[src/rtl/instr_fetch_unit_pkg.sv]
`default_nettype none
// ============================================================================
// Module   : ifetch_pkg
// Purpose  : Shared definitions for the instruction fetch unit: FSM state
//            encodings, the NOOP encoding and default bus widths.
// Ports    : none (package)
// Revision : 1.0 - initial release
// ============================================================================
package ifetch_pkg;

  localparam int IFU_ADDR_W = 7;
  localparam int IFU_DATA_W = 16;

  localparam logic [15:0] NOOP_INSTR = 16'h0000;

  localparam logic [1:0] IDLE    = 2'd0;
  localparam logic [1:0] READ    = 2'd1;
  localparam logic [1:0] CAPTURE = 2'd2;
  localparam logic [1:0] DONE    = 2'd3;

  typedef enum logic [1:0] {
    ST_IDLE    = IDLE,
    ST_READ    = READ,
    ST_CAPTURE = CAPTURE,
    ST_DONE    = DONE
  } ifu_state_t;

endpackage
`default_nettype wire

[src/rtl/instr_fetch_unit_if.sv]
`default_nettype none
// ============================================================================
// Module   : instr_fetch_unit_if
// Purpose  : Bundle of control, memory and status signals between the fetch
//            unit (slave) and the control FSM / instruction memory (master).
// Ports    : pc_clr, fetch_req, pc_inc, imem_rdata   (master -> slave)
//            imem_addr, imem_rd, instruction, pc,
//            busy, fetch_done, pc_wrapped            (slave -> master)
// Revision : 1.0 - initial release
// ============================================================================
interface instr_fetch_unit_if
  import ifetch_pkg::*;
#(
  parameter int ADDR_W = IFU_ADDR_W,
  parameter int DATA_W = IFU_DATA_W
) ();

  logic              pc_clr;
  logic              fetch_req;
  logic              pc_inc;
  logic [ADDR_W-1:0] imem_addr;
  logic              imem_rd;
  logic [DATA_W-1:0] imem_rdata;
  logic [DATA_W-1:0] instruction;
  logic [ADDR_W-1:0] pc;
  logic              busy;
  logic              fetch_done;
  logic              pc_wrapped;

  modport master (
    output pc_clr, fetch_req, pc_inc, imem_rdata,
    input  imem_addr, imem_rd, instruction, pc, busy, fetch_done, pc_wrapped
  );

  modport slave (
    input  pc_clr, fetch_req, pc_inc, imem_rdata,
    output imem_addr, imem_rd, instruction, pc, busy, fetch_done, pc_wrapped
  );

endinterface
`default_nettype wire

[src/rtl/instr_fetch_unit_pc_counter.sv]
`default_nettype none
// ============================================================================
// Module   : pc_counter
// Purpose  : Program counter register with increment, clear to RESET_PC and
//            a sticky wrap flag raised when the PC rolls over from all-ones.
// Ports    : clock, reset    - clock, synchronous active-high reset
//            clr_i           - clear PC and wrap flag (priority over inc_i)
//            inc_i           - advance PC by one (modulo 2^ADDR_W)
//            pc_o            - current PC
//            wrapped_o       - sticky wrap indication
// Revision : 1.0 - initial release
// ============================================================================
module pc_counter
  import ifetch_pkg::*;
#(
  parameter int ADDR_W   = IFU_ADDR_W,
  parameter int RESET_PC = 0
) (
  input  wire logic              clock,
  input  wire logic              reset,
  input  wire logic              clr_i,
  input  wire logic              inc_i,
  output logic      [ADDR_W-1:0] pc_o,
  output logic                   wrapped_o
);

  logic [ADDR_W-1:0] pc_q, pc_d;
  logic              wrapped_q, wrapped_d;

  always_comb begin
    pc_d      = pc_q;
    wrapped_d = wrapped_q;
    if (clr_i) begin
      pc_d      = ADDR_W'(RESET_PC);
      wrapped_d = 1'b0;
    end else if (inc_i) begin
      pc_d = pc_q + ADDR_W'(1);
      if (&pc_q) begin
        wrapped_d = 1'b1;
      end
    end
  end

  always_ff @(posedge clock) begin
    if (reset) begin
      pc_q      <= ADDR_W'(RESET_PC);
      wrapped_q <= 1'b0;
    end else begin
      pc_q      <= pc_d;
      wrapped_q <= wrapped_d;
    end
  end

  assign pc_o      = pc_q;
  assign wrapped_o = wrapped_q;

endmodule
`default_nettype wire

[src/rtl/instr_fetch_unit.sv]
`default_nettype none
// ============================================================================
// Module   : instr_fetch_unit
// Purpose  : Fetch front end. Holds PC and IR, reads instruction memory
//            through a 1-cycle-latency synchronous port and reports each
//            IR update with a one-cycle fetch_done pulse.
// Ports    : clock, reset    - clock, synchronous active-high reset
//            bus (slave)     - control, memory and status bundle
// Options  : FETCH_PREFETCH_EN - one-entry prefetch buffer; an idle unit
//            reads mem[pc] ahead so the next fetch completes in one cycle.
// Revision : 1.0 - initial release
// ============================================================================
module instr_fetch_unit
  import ifetch_pkg::*;
#(
  parameter int ADDR_W   = IFU_ADDR_W,
  parameter int DATA_W   = IFU_DATA_W,
  parameter int RESET_PC = 0
) (
  input wire logic          clock,
  input wire logic          reset,
  instr_fetch_unit_if.slave bus
);

  ifu_state_t        state_q, state_d;
  logic              inc_q, inc_d;
  logic [ADDR_W-1:0] imem_addr_q, imem_addr_d;
  logic              imem_rd_q, imem_rd_d;
  logic [DATA_W-1:0] instr_q, instr_d;
  logic              fetch_done_q, fetch_done_d;
  logic              pc_inc_w;
  logic [ADDR_W-1:0] pc_w;
  logic              wrapped_w;

  pc_counter #(
    .ADDR_W   (ADDR_W),
    .RESET_PC (RESET_PC)
  ) u_pc_counter (
    .clock     (clock),
    .reset     (reset),
    .clr_i     (bus.pc_clr),
    .inc_i     (pc_inc_w),
    .pc_o      (pc_w),
    .wrapped_o (wrapped_w)
  );

`ifdef FETCH_PREFETCH_EN
  logic [DATA_W-1:0] pbuf_data_q, pbuf_data_d;
  logic [ADDR_W-1:0] pbuf_addr_q, pbuf_addr_d;
  logic              pbuf_valid_q, pbuf_valid_d;
  logic              pf_active_q, pf_active_d;   // current READ/CAPTURE fills the buffer
  logic              pend_q, pend_d;             // request parked during a prefetch
  logic              pend_inc_q, pend_inc_d;
  logic              arm_q, arm_d;               // a fetch just completed; prefetch allowed
  logic              req_any_w, inc_any_w, pf_hit_w;

  assign req_any_w = bus.fetch_req | pend_q;
  assign inc_any_w = pend_q ? pend_inc_q : bus.pc_inc;
  // The buffer is only usable for the word the PC currently points at.
  assign pf_hit_w  = pbuf_valid_q && (pbuf_addr_q == pc_w);
`endif

  always_comb begin
    state_d      = state_q;
    inc_d        = inc_q;
    imem_addr_d  = imem_addr_q;
    imem_rd_d    = 1'b0;
    instr_d      = instr_q;
    fetch_done_d = 1'b0;
    pc_inc_w     = 1'b0;
`ifdef FETCH_PREFETCH_EN
    pbuf_data_d  = pbuf_data_q;
    pbuf_addr_d  = pbuf_addr_q;
    pbuf_valid_d = pbuf_valid_q;
    pf_active_d  = pf_active_q;
    pend_d       = pend_q;
    pend_inc_d   = pend_inc_q;
    arm_d        = arm_q;
`endif

    if (bus.pc_clr) begin
      // Clear beats everything, including a same-cycle fetch_req; any
      // outstanding read data is simply never captured.
      state_d = ST_IDLE;
      inc_d   = 1'b0;
      instr_d = DATA_W'(NOOP_INSTR);
`ifdef FETCH_PREFETCH_EN
      pbuf_valid_d = 1'b0;
      pf_active_d  = 1'b0;
      pend_d       = 1'b0;
      arm_d        = 1'b0;
`endif
    end else begin
      case (state_q)
        ST_IDLE: begin
`ifdef FETCH_PREFETCH_EN
          if (req_any_w) begin
            pend_d = 1'b0;
            if (pf_hit_w) begin
              instr_d      = pbuf_data_q;
              pc_inc_w     = inc_any_w;
              fetch_done_d = 1'b1;
              arm_d        = 1'b1;
            end else begin
              inc_d       = inc_any_w;
              imem_addr_d = pc_w;
              imem_rd_d   = 1'b1;
              state_d     = ST_READ;
              arm_d       = 1'b0;
            end
          end else if (arm_q) begin
            arm_d = 1'b0;
            if (!pf_hit_w) begin
              imem_addr_d = pc_w;
              imem_rd_d   = 1'b1;
              pf_active_d = 1'b1;
              state_d     = ST_READ;
            end
          end
`else
          if (bus.fetch_req) begin
            inc_d       = bus.pc_inc;
            imem_addr_d = pc_w;
            imem_rd_d   = 1'b1;
            state_d     = ST_READ;
          end
`endif
        end

        ST_READ: begin
          state_d = ST_CAPTURE;
`ifdef FETCH_PREFETCH_EN
          if (pf_active_q && bus.fetch_req && !pend_q) begin
            pend_d     = 1'b1;
            pend_inc_d = bus.pc_inc;
          end
`endif
        end

        ST_CAPTURE: begin
`ifdef FETCH_PREFETCH_EN
          if (pf_active_q) begin
            pbuf_data_d  = bus.imem_rdata;
            pbuf_addr_d  = imem_addr_q;
            pbuf_valid_d = 1'b1;
            pf_active_d  = 1'b0;
            state_d      = ST_IDLE;
            if (bus.fetch_req && !pend_q) begin
              pend_d     = 1'b1;
              pend_inc_d = bus.pc_inc;
            end
          end else
`endif
          begin
            instr_d      = bus.imem_rdata;
            pc_inc_w     = inc_q;
            fetch_done_d = 1'b1;
            state_d      = ST_DONE;
          end
        end

        ST_DONE: begin
          state_d = ST_IDLE;
`ifdef FETCH_PREFETCH_EN
          arm_d = 1'b1;
`endif
          // Sampling here lets fetches run back-to-back every 3 cycles.
          if (bus.fetch_req) begin
            inc_d       = bus.pc_inc;
            imem_addr_d = pc_w;
            imem_rd_d   = 1'b1;
            state_d     = ST_READ;
`ifdef FETCH_PREFETCH_EN
            arm_d = 1'b0;
`endif
          end
        end

        default: state_d = ST_IDLE;
      endcase
    end
  end

  always_ff @(posedge clock) begin
    if (reset) begin
      state_q      <= ST_IDLE;
      inc_q        <= 1'b0;
      imem_addr_q  <= '0;
      imem_rd_q    <= 1'b0;
      instr_q      <= DATA_W'(NOOP_INSTR);
      fetch_done_q <= 1'b0;
`ifdef FETCH_PREFETCH_EN
      pbuf_data_q  <= '0;
      pbuf_addr_q  <= '0;
      pbuf_valid_q <= 1'b0;
      pf_active_q  <= 1'b0;
      pend_q       <= 1'b0;
      pend_inc_q   <= 1'b0;
      arm_q        <= 1'b0;
`endif
    end else begin
      state_q      <= state_d;
      inc_q        <= inc_d;
      imem_addr_q  <= imem_addr_d;
      imem_rd_q    <= imem_rd_d;
      instr_q      <= instr_d;
      fetch_done_q <= fetch_done_d;
`ifdef FETCH_PREFETCH_EN
      pbuf_data_q  <= pbuf_data_d;
      pbuf_addr_q  <= pbuf_addr_d;
      pbuf_valid_q <= pbuf_valid_d;
      pf_active_q  <= pf_active_d;
      pend_q       <= pend_d;
      pend_inc_q   <= pend_inc_d;
      arm_q        <= arm_d;
`endif
    end
  end

  assign bus.imem_addr   = imem_addr_q;
  assign bus.imem_rd     = imem_rd_q;
  assign bus.instruction = instr_q;
  assign bus.pc          = pc_w;
  assign bus.fetch_done  = fetch_done_q;
  assign bus.pc_wrapped  = wrapped_w;
`ifdef FETCH_PREFETCH_EN
  // Background prefetches stay invisible to the control FSM.
  assign bus.busy = ((state_q != ST_IDLE) && !pf_active_q) || pend_q;
`else
  assign bus.busy = (state_q != ST_IDLE);
`endif

endmodule
`default_nettype wire

[src/flat_wrapper.sv]
// flat-port wrapper written by rule: the top's interface ports become plain ports
module instr_fetch_unit_flat import ifetch_pkg::*;
#(
  parameter int ADDR_W   = IFU_ADDR_W,
  parameter int DATA_W   = IFU_DATA_W,
  parameter int RESET_PC = 0
)
  (clock, reset, bus_pc_clr, bus_fetch_req, bus_pc_inc, bus_imem_rdata, bus_imem_addr, bus_imem_rd, bus_instruction, bus_pc, bus_busy, bus_fetch_done, bus_pc_wrapped);
  instr_fetch_unit_if #(.ADDR_W(ADDR_W), .DATA_W(DATA_W)) bus_i ();
  input wire logic clock;
  input wire logic reset;
  input wire logic [$bits(bus_i.pc_clr)-1:0] bus_pc_clr;
  input wire logic [$bits(bus_i.fetch_req)-1:0] bus_fetch_req;
  input wire logic [$bits(bus_i.pc_inc)-1:0] bus_pc_inc;
  input wire logic [$bits(bus_i.imem_rdata)-1:0] bus_imem_rdata;
  output wire logic [$bits(bus_i.imem_addr)-1:0] bus_imem_addr;
  output wire logic [$bits(bus_i.imem_rd)-1:0] bus_imem_rd;
  output wire logic [$bits(bus_i.instruction)-1:0] bus_instruction;
  output wire logic [$bits(bus_i.pc)-1:0] bus_pc;
  output wire logic [$bits(bus_i.busy)-1:0] bus_busy;
  output wire logic [$bits(bus_i.fetch_done)-1:0] bus_fetch_done;
  output wire logic [$bits(bus_i.pc_wrapped)-1:0] bus_pc_wrapped;
  assign bus_i.pc_clr = bus_pc_clr;
  assign bus_i.fetch_req = bus_fetch_req;
  assign bus_i.pc_inc = bus_pc_inc;
  assign bus_i.imem_rdata = bus_imem_rdata;
  assign bus_imem_addr = bus_i.imem_addr;
  assign bus_imem_rd = bus_i.imem_rd;
  assign bus_instruction = bus_i.instruction;
  assign bus_pc = bus_i.pc;
  assign bus_busy = bus_i.busy;
  assign bus_fetch_done = bus_i.fetch_done;
  assign bus_pc_wrapped = bus_i.pc_wrapped;
  instr_fetch_unit #(.ADDR_W(ADDR_W), .DATA_W(DATA_W), .RESET_PC(RESET_PC)) u_core (.clock(clock), .reset(reset), .bus(bus_i));
endmodule
[config.mk]
export PLATFORM = sky130hd
export DESIGN_NAME = instr_fetch_unit_flat
export DESIGN_NICKNAME = d
export VERILOG_FILES = /design/src/rtl/instr_fetch_unit_pkg.sv /design/src/rtl/instr_fetch_unit_if.sv /design/src/rtl/instr_fetch_unit_pc_counter.sv /design/src/rtl/instr_fetch_unit.sv /design/src/flat_wrapper.sv
export SDC_FILE = /design/constraint.sdc
export NUM_CORES = 1
export LEC_CHECK = 0
export ABC_AREA = 0
export CORE_MARGIN = 2
export CORE_UTILIZATION = 42
export CTS_BUF_LIST = sky130_fd_sc_hd__clkbuf_16
export DETAILED_ROUTE_END_ITERATION = 8
export PLACE_DENSITY_LB_ADDON = 0.08
export SKIP_CTS_REPAIR_TIMING = 1
export SLEW_MARGIN = 15
export SYNTH_ARGS = -nofsm -noshare
export SYNTH_HDL_FRONTEND = slang
export SYNTH_SLANG_ARGS = --single-unit
[constraint.sdc]
create_clock -name clock -period 2.1 [get_ports clock]
set_input_delay 0.42 -clock clock [delete_from_list [all_inputs] [get_ports clock]]
set_output_delay 0.42 -clock clock [all_outputs]
set_load 0.05 [all_outputs]
==> results of run 1 <==
-- sequential cells by signal, indices dropped and copies added, names as in the netlist --
register / cells
u_core.bus.instruction: 16
u_core.bus.imem_addr: 7
u_core.u_pc_counter.pc_o: 7
u_core.state_q: 2
u_core.bus.fetch_done: 1
u_core.bus.imem_rd: 1
u_core.inc_q: 1
u_core.u_pc_counter.wrapped_o: 1
-- per-stage QoR --
stage / instance area, um^2 / utilization / std cells / setup slack (ps) / power [W]
floorplan: 1413 / - / 141 / 519.6 / 0.0007681
global placement: 2004 / 0.6103 / 239 / 323.3 / 0.0008213
detailed placement: 2004 / 0.6103 / 239 / 263.9 / 0.0008245
CTS: 2141 / 0.6518 / 247 / 119.3 / 0.001502
global route: 2141 / 0.6518 / 247 / 71.04 / 0.001557
finish: 2141 / 0.6518 / 247 / 125.1 / 0.001487
-- placed cells by master, fill, tap and decap left out, types with 2 or more instances in the layout --
cell,instances
nand4b_1,2
a21oi_1,5
mux2i_1,25
nor2b_1,2
nand3_1,2
nand2_1,4
xor2_1,2
ha_1,5
nor2_1,29
clkbuf_16,5
inv_1,5
or3_1,4
clkdlybuf4s50_1,53
buf_4,6
dfxtp_1,36
o21ai_0,4
-- area by class of cell --
class | instances | area [um^2]
inverter | 3 | 11.26
fill | 280 | 1144
sequential | 36 | 720.7
timing repair buffer | 59 | 575.6
clock inverter | 3 | 11.26
tap | 46 | 57.56
clock buffer | 5 | 125.1
multi-input combinational | 95 | 639.4
-- metal layers --
layer | part of all wire | GRT usage
met1 | 0.44 | 0.1987
met5 | 0 | 0
met3 | 0.064 | 0.07660
met4 | 0.0062 | 0.07295
met2 | 0.49 | 0.2961
-- kinds of logic after synthesis --
family	count (synthesis)	synth area share
flops	36	0.5102
compound gates	10	0.03720
simple gates	53	0.1816
buf+inv	10	0.03720
mux	25	0.1771
fa+ha+maj	5	0.04429
xor+xnor	2	0.01240
-- power groups by stage --
stage	combinational, W	clock, W	sequential, W
2_1_floorplan	0.0000525	0	0.000716
3_3_place_gp	0.000114	0	0.000707
3_5_place_dp	0.000117	0	0.000707
4_1_cts	0.000118	0.000691	0.000693
5_1_grt	0.000126	0.000739	0.000693
6_report	0.000117	0.000677	0.000693
-- final timing paths --
check | to | cells past startpoint
max | bus_pc[3] | 1
max reg2reg | u_core.u_pc_counter.pc_o[6]$_SDFFE_PP0P_ | 5
min | u_core.u_pc_counter.wrapped_o$_SDFFE_PP0P_ | 2
min reg2reg | u_core.u_pc_counter.wrapped_o$_SDFFE_PP0P_ | 2
==> metrics, run 1 <==
Initial Util=0.4301; distinct cell type count after synthesis=26; Fin. Hold Viols=0; Seq pwr share=0.466; Crit Path Class=reg2out; Critical Path Source Type=flip-flop; minimum clock period=1975 ps; MaxCap Viol Count=0; H-Tree Depth=2; vias per cell=4.870; port buffer count=54; initial antenna violation count=0; Core ar.=0.003284 mm^2; Worst path slowest cell=clkdlybuf4s50_1; endpoints failing setup=0; register bit total from synthesis=36; WP data arrival=1550 ps; total wire length=3.041 mm; Max VDD drop=566.8 uV; leak pwr=0.7695 nW; crit path cell chain=clkdlybuf4s50_1; Psw=0.0003097 W; RSZ-0062 raised after global routing=false; r2r startpoint=u_core.state_q[0]$_SDFFE_PP0P_; max-slew violations=0; vias in the first global route=1153; clock root cell=clkbuf_16; die area=0.003843 mm^2; DR pass1 iterations=4; diode count=0; worst path bufs/invs=1; outcome=completed; area leader, netlist=dfxtp_1; Worst Setup SP=u_core.u_pc_counter.pc_o[3]$_SDFFE_PP0P_; synthesized area=0.001413 mm^2; # DRC=0; Syn. warnings=0; Chip Width=62.00 um; largest net degree at the start of global routing=17; GRT overflow=0; Worst-Margin Slew=527.0 ps; clock latency on the worst-skew pair=270 ps; fin crit share=0.9404; r2r setup slk=380 ps; number of synthesized flops with an enable pin=0; TritonCTS Buffers=5; Ports=55; wire per inst=12.31 um; setup TNS=0 ps; power per cell area=694.5 mW/mm^2; min-delay src=u_core.u_pc_counter.wrapped_o$_SDFFE_PP0P_; worst-path fanout max=6; layout cell share with drive strength beyond 1=0.05970; switching share of power=0.2083; Synth async-reset ratio=0; GPL Wtd Cong=0.7197; synthesized area per cell=10.02 um^2; Nets=226; Clock Path Buffers=2; sequential share of the synthesized area=0.5102; hold_ws=458.2 ps; ANT nets after route=0; commonest register cell after synthesis=dfxtp_1; Setup crit end kind=output port; highest clock rate=506.4 MHz; Largest stage delay, worst path=850 ps; die height=62.00 um; DR vias=1203; Synth top cells by count=36 x dfxtp_1, 29 x nor2_1, 25 x mux2i_1; initial drt markers=26; Cell Int Power=0.001177 W; Mapped Cells=141; Combinational Power Share=0.079; Hold WC Path Type=reg2reg; Area growth, synth to finish=51.55%; CP delay by family, top=buffers and inverters; WP data required=1680 ps; post-DP HPWL=2.250 mm; Synth Net Count=167; first-pass GRT wire length=4.857 mm; Synth area leaders=dfxtp_1 51%, mux2i_1 18%, nor2_1 7.7%; GRT Resource Usage Total=0.1778; Max-slew headroom=0.6475; top cell type's share of synthesized area=0.5102; Clk pwr share=0.455; skew final=2.690 ps; clk sinks=36; CTS tree=built; count leader, synth=dfxtp_1; clock slew seen by the registers of the worst setup and hold paths=50 ps; cell row count=21
Power figures use the tool's default switching activity.
==> run 2, diff against run 1 <==
- CORE_ASPECT_RATIO: default -> 1.4
- CORE_UTILIZATION: 42 -> 25
==> metrics, run 2 (synthesis results as in run 1) <==
outcome=completed; Largest stage delay, worst path=840 ps; Non-Filler Instances=270; overall power=0.001486 W; initial drt markers=28; leak pwr=0.7774 nW; RSZ-0062 raised after global routing=false; post-placement cell count=263; r2r setup slk=480 ps; Hold WC Path Type=reg2reg; Setup crit end kind=output port; diode count=0; dpl ws=161.0 ps; layout cell share with drive strength beyond 1=0.07426; first-pass GRT wire length=5.409 mm; post-DP HPWL=2.528 mm; DR vias=1196; minimum clock period=1960 ps; commonest non-fill, non-tap cell in the layout=clkdlybuf4s50_1; Crit Path Class=reg2out; post-layout util=0.3976; Max VDD drop=258.3 uV; most frequent cells in the layout=53 x clkdlybuf4s50_1, 36 x dfxtp_1, 29 x nor2_1; footprint of the multi-input gates=639.4 um^2; clk sinks=36; GPL Wtd Cong=0.7715; clock root cell=clkbuf_16; worst path bufs/invs=1; die area=0.006276 mm^2; ANT nets after route=0; Area growth, synth to finish=54.38%; # DRC=0; Cell Int Power=0.001176 W; wire per inst=12.30 um; highest clock rate=510.2 MHz; CTS tree=built; largest net degree at the start of global routing=18; WP data arrival=1540 ps; Clk pwr share=0.454; GRT overflow=0; Fin. Hold Viols=0; fin crit share=0.9333; switching share of power=0.2085; initial antenna violation count=0; TritonCTS Buffers=5; max-slew violations=0; WP data required=1680 ps; clock slew seen by the registers of the worst setup and hold paths=50 ps; CP delay by family, top=buffers and inverters; total wire length=3.320 mm; Largest register FFs=16; DR pass1 iterations=4; vias per cell=4.430; setup TNS=0 ps; H-Tree Depth=2; skew final=5.091 ps; Max-slew headroom=0.6606; FILL cells=516; Psw=0.0003098 W; cell row count=32; endpoints failing setup=0; worst-path fanout max=5; power per cell area=681.5 mW/mm^2; port buffer count=54; Core ar.=0.005485 mm^2; Seq pwr share=0.467; Final WS setup=140.0 ps; Initial Util=0.2575; Clock Path Buffers=2; crit path cell chain=clkdlybuf4s50_1; vias in the first global route=1206; MaxCap Viol Count=0; Worst-Margin Slew=507.5 ps; Chip Width=67.53 um; Nets=228; Ports=55; Worst path slowest cell=clkdlybuf4s50_1; Combinational Power Share=0.079; die height=92.94 um; FF+latch area=720.7 um^2; clock latency on the worst-skew pair=270 ps; GRT Resource Usage Total=0.1123; Critical Path Source Type=flip-flop
-- run 2: changes by cell type in the layout (fill, tap and decap cells not counted), sizes merged --
cell | before | now
buf | 6 | 8
inv | 5 | 4
-- run 2: path summary, 6_finish.rpt --
path,startpoint,to,cells after the start
max,u_core.u_pc_counter.pc_o[1]$_SDFFE_PP0P_,bus_pc[1],1
min,u_core.u_pc_counter.wrapped_o$_SDFFE_PP0P_,u_core.u_pc_counter.wrapped_o$_SDFFE_PP0P_,2
max reg2reg,u_core.state_q[0]$_SDFFE_PP0P_,u_core.bus.imem_addr[1]$_SDFFE_PP0P_,6
min reg2reg,u_core.u_pc_counter.wrapped_o$_SDFFE_PP0P_,u_core.u_pc_counter.wrapped_o$_SDFFE_PP0P_,2
-- run 2: through the flow --
step                area [um^2]  hold WS (ps)
finish                     2181         470.9
global route               2181         496.6
CTS                        2181         472.7
detailed placement         2047         460.4
global placement           2047         447.6
floorplan                  1413         507.4
-- run 2: cell type report --
type	instances	share of cell area
flip-flops and latches	36	0.3305
multi-input cells	95	0.2932
repair buffers	61	0.2708
clock buffers	5	0.05737
well taps	68	0.03901
inverters	3	0.005164
clock inverters	2	0.004016
-- run 2: worst min-delay path: cells and delay by family, from the launching register on --
family / cells / cell delay, ps
AND/OR/NAND/NOR: 1 / 50
flip-flops: 1 / 320
AO/OA/AOI/OAI: 1 / 60
-- run 2: per-layer routing --
| metal | GRT usage | wire length [um] | up-vias |
|---|---|---|---|
| met5 | 0 | 0 | - |
| met4 | 0.05272 | 51 | 0 |
| met3 | 0.03402 | 202 | 5 |
| met2 | 0.1822 | 1701 | 44 |
| met1 | 0.1317 | 1365 | 549 |
| li1 | - | - | 598 |
-- run 2: power groups by stage --
stage | Sequential [W] | Clock [W] | Combinational [W]
after global routing | 0.000693 | 0.000721 | 0.000128
final | 0.000693 | 0.000675 | 0.000118
after floorplan | 0.000716 | 0 | 0.0000525
after detailed placement | 0.000708 | 0 | 0.000119
after global placement | 0.000707 | 0 | 0.000118
after CTS | 0.000693 | 0.000697 | 0.000120
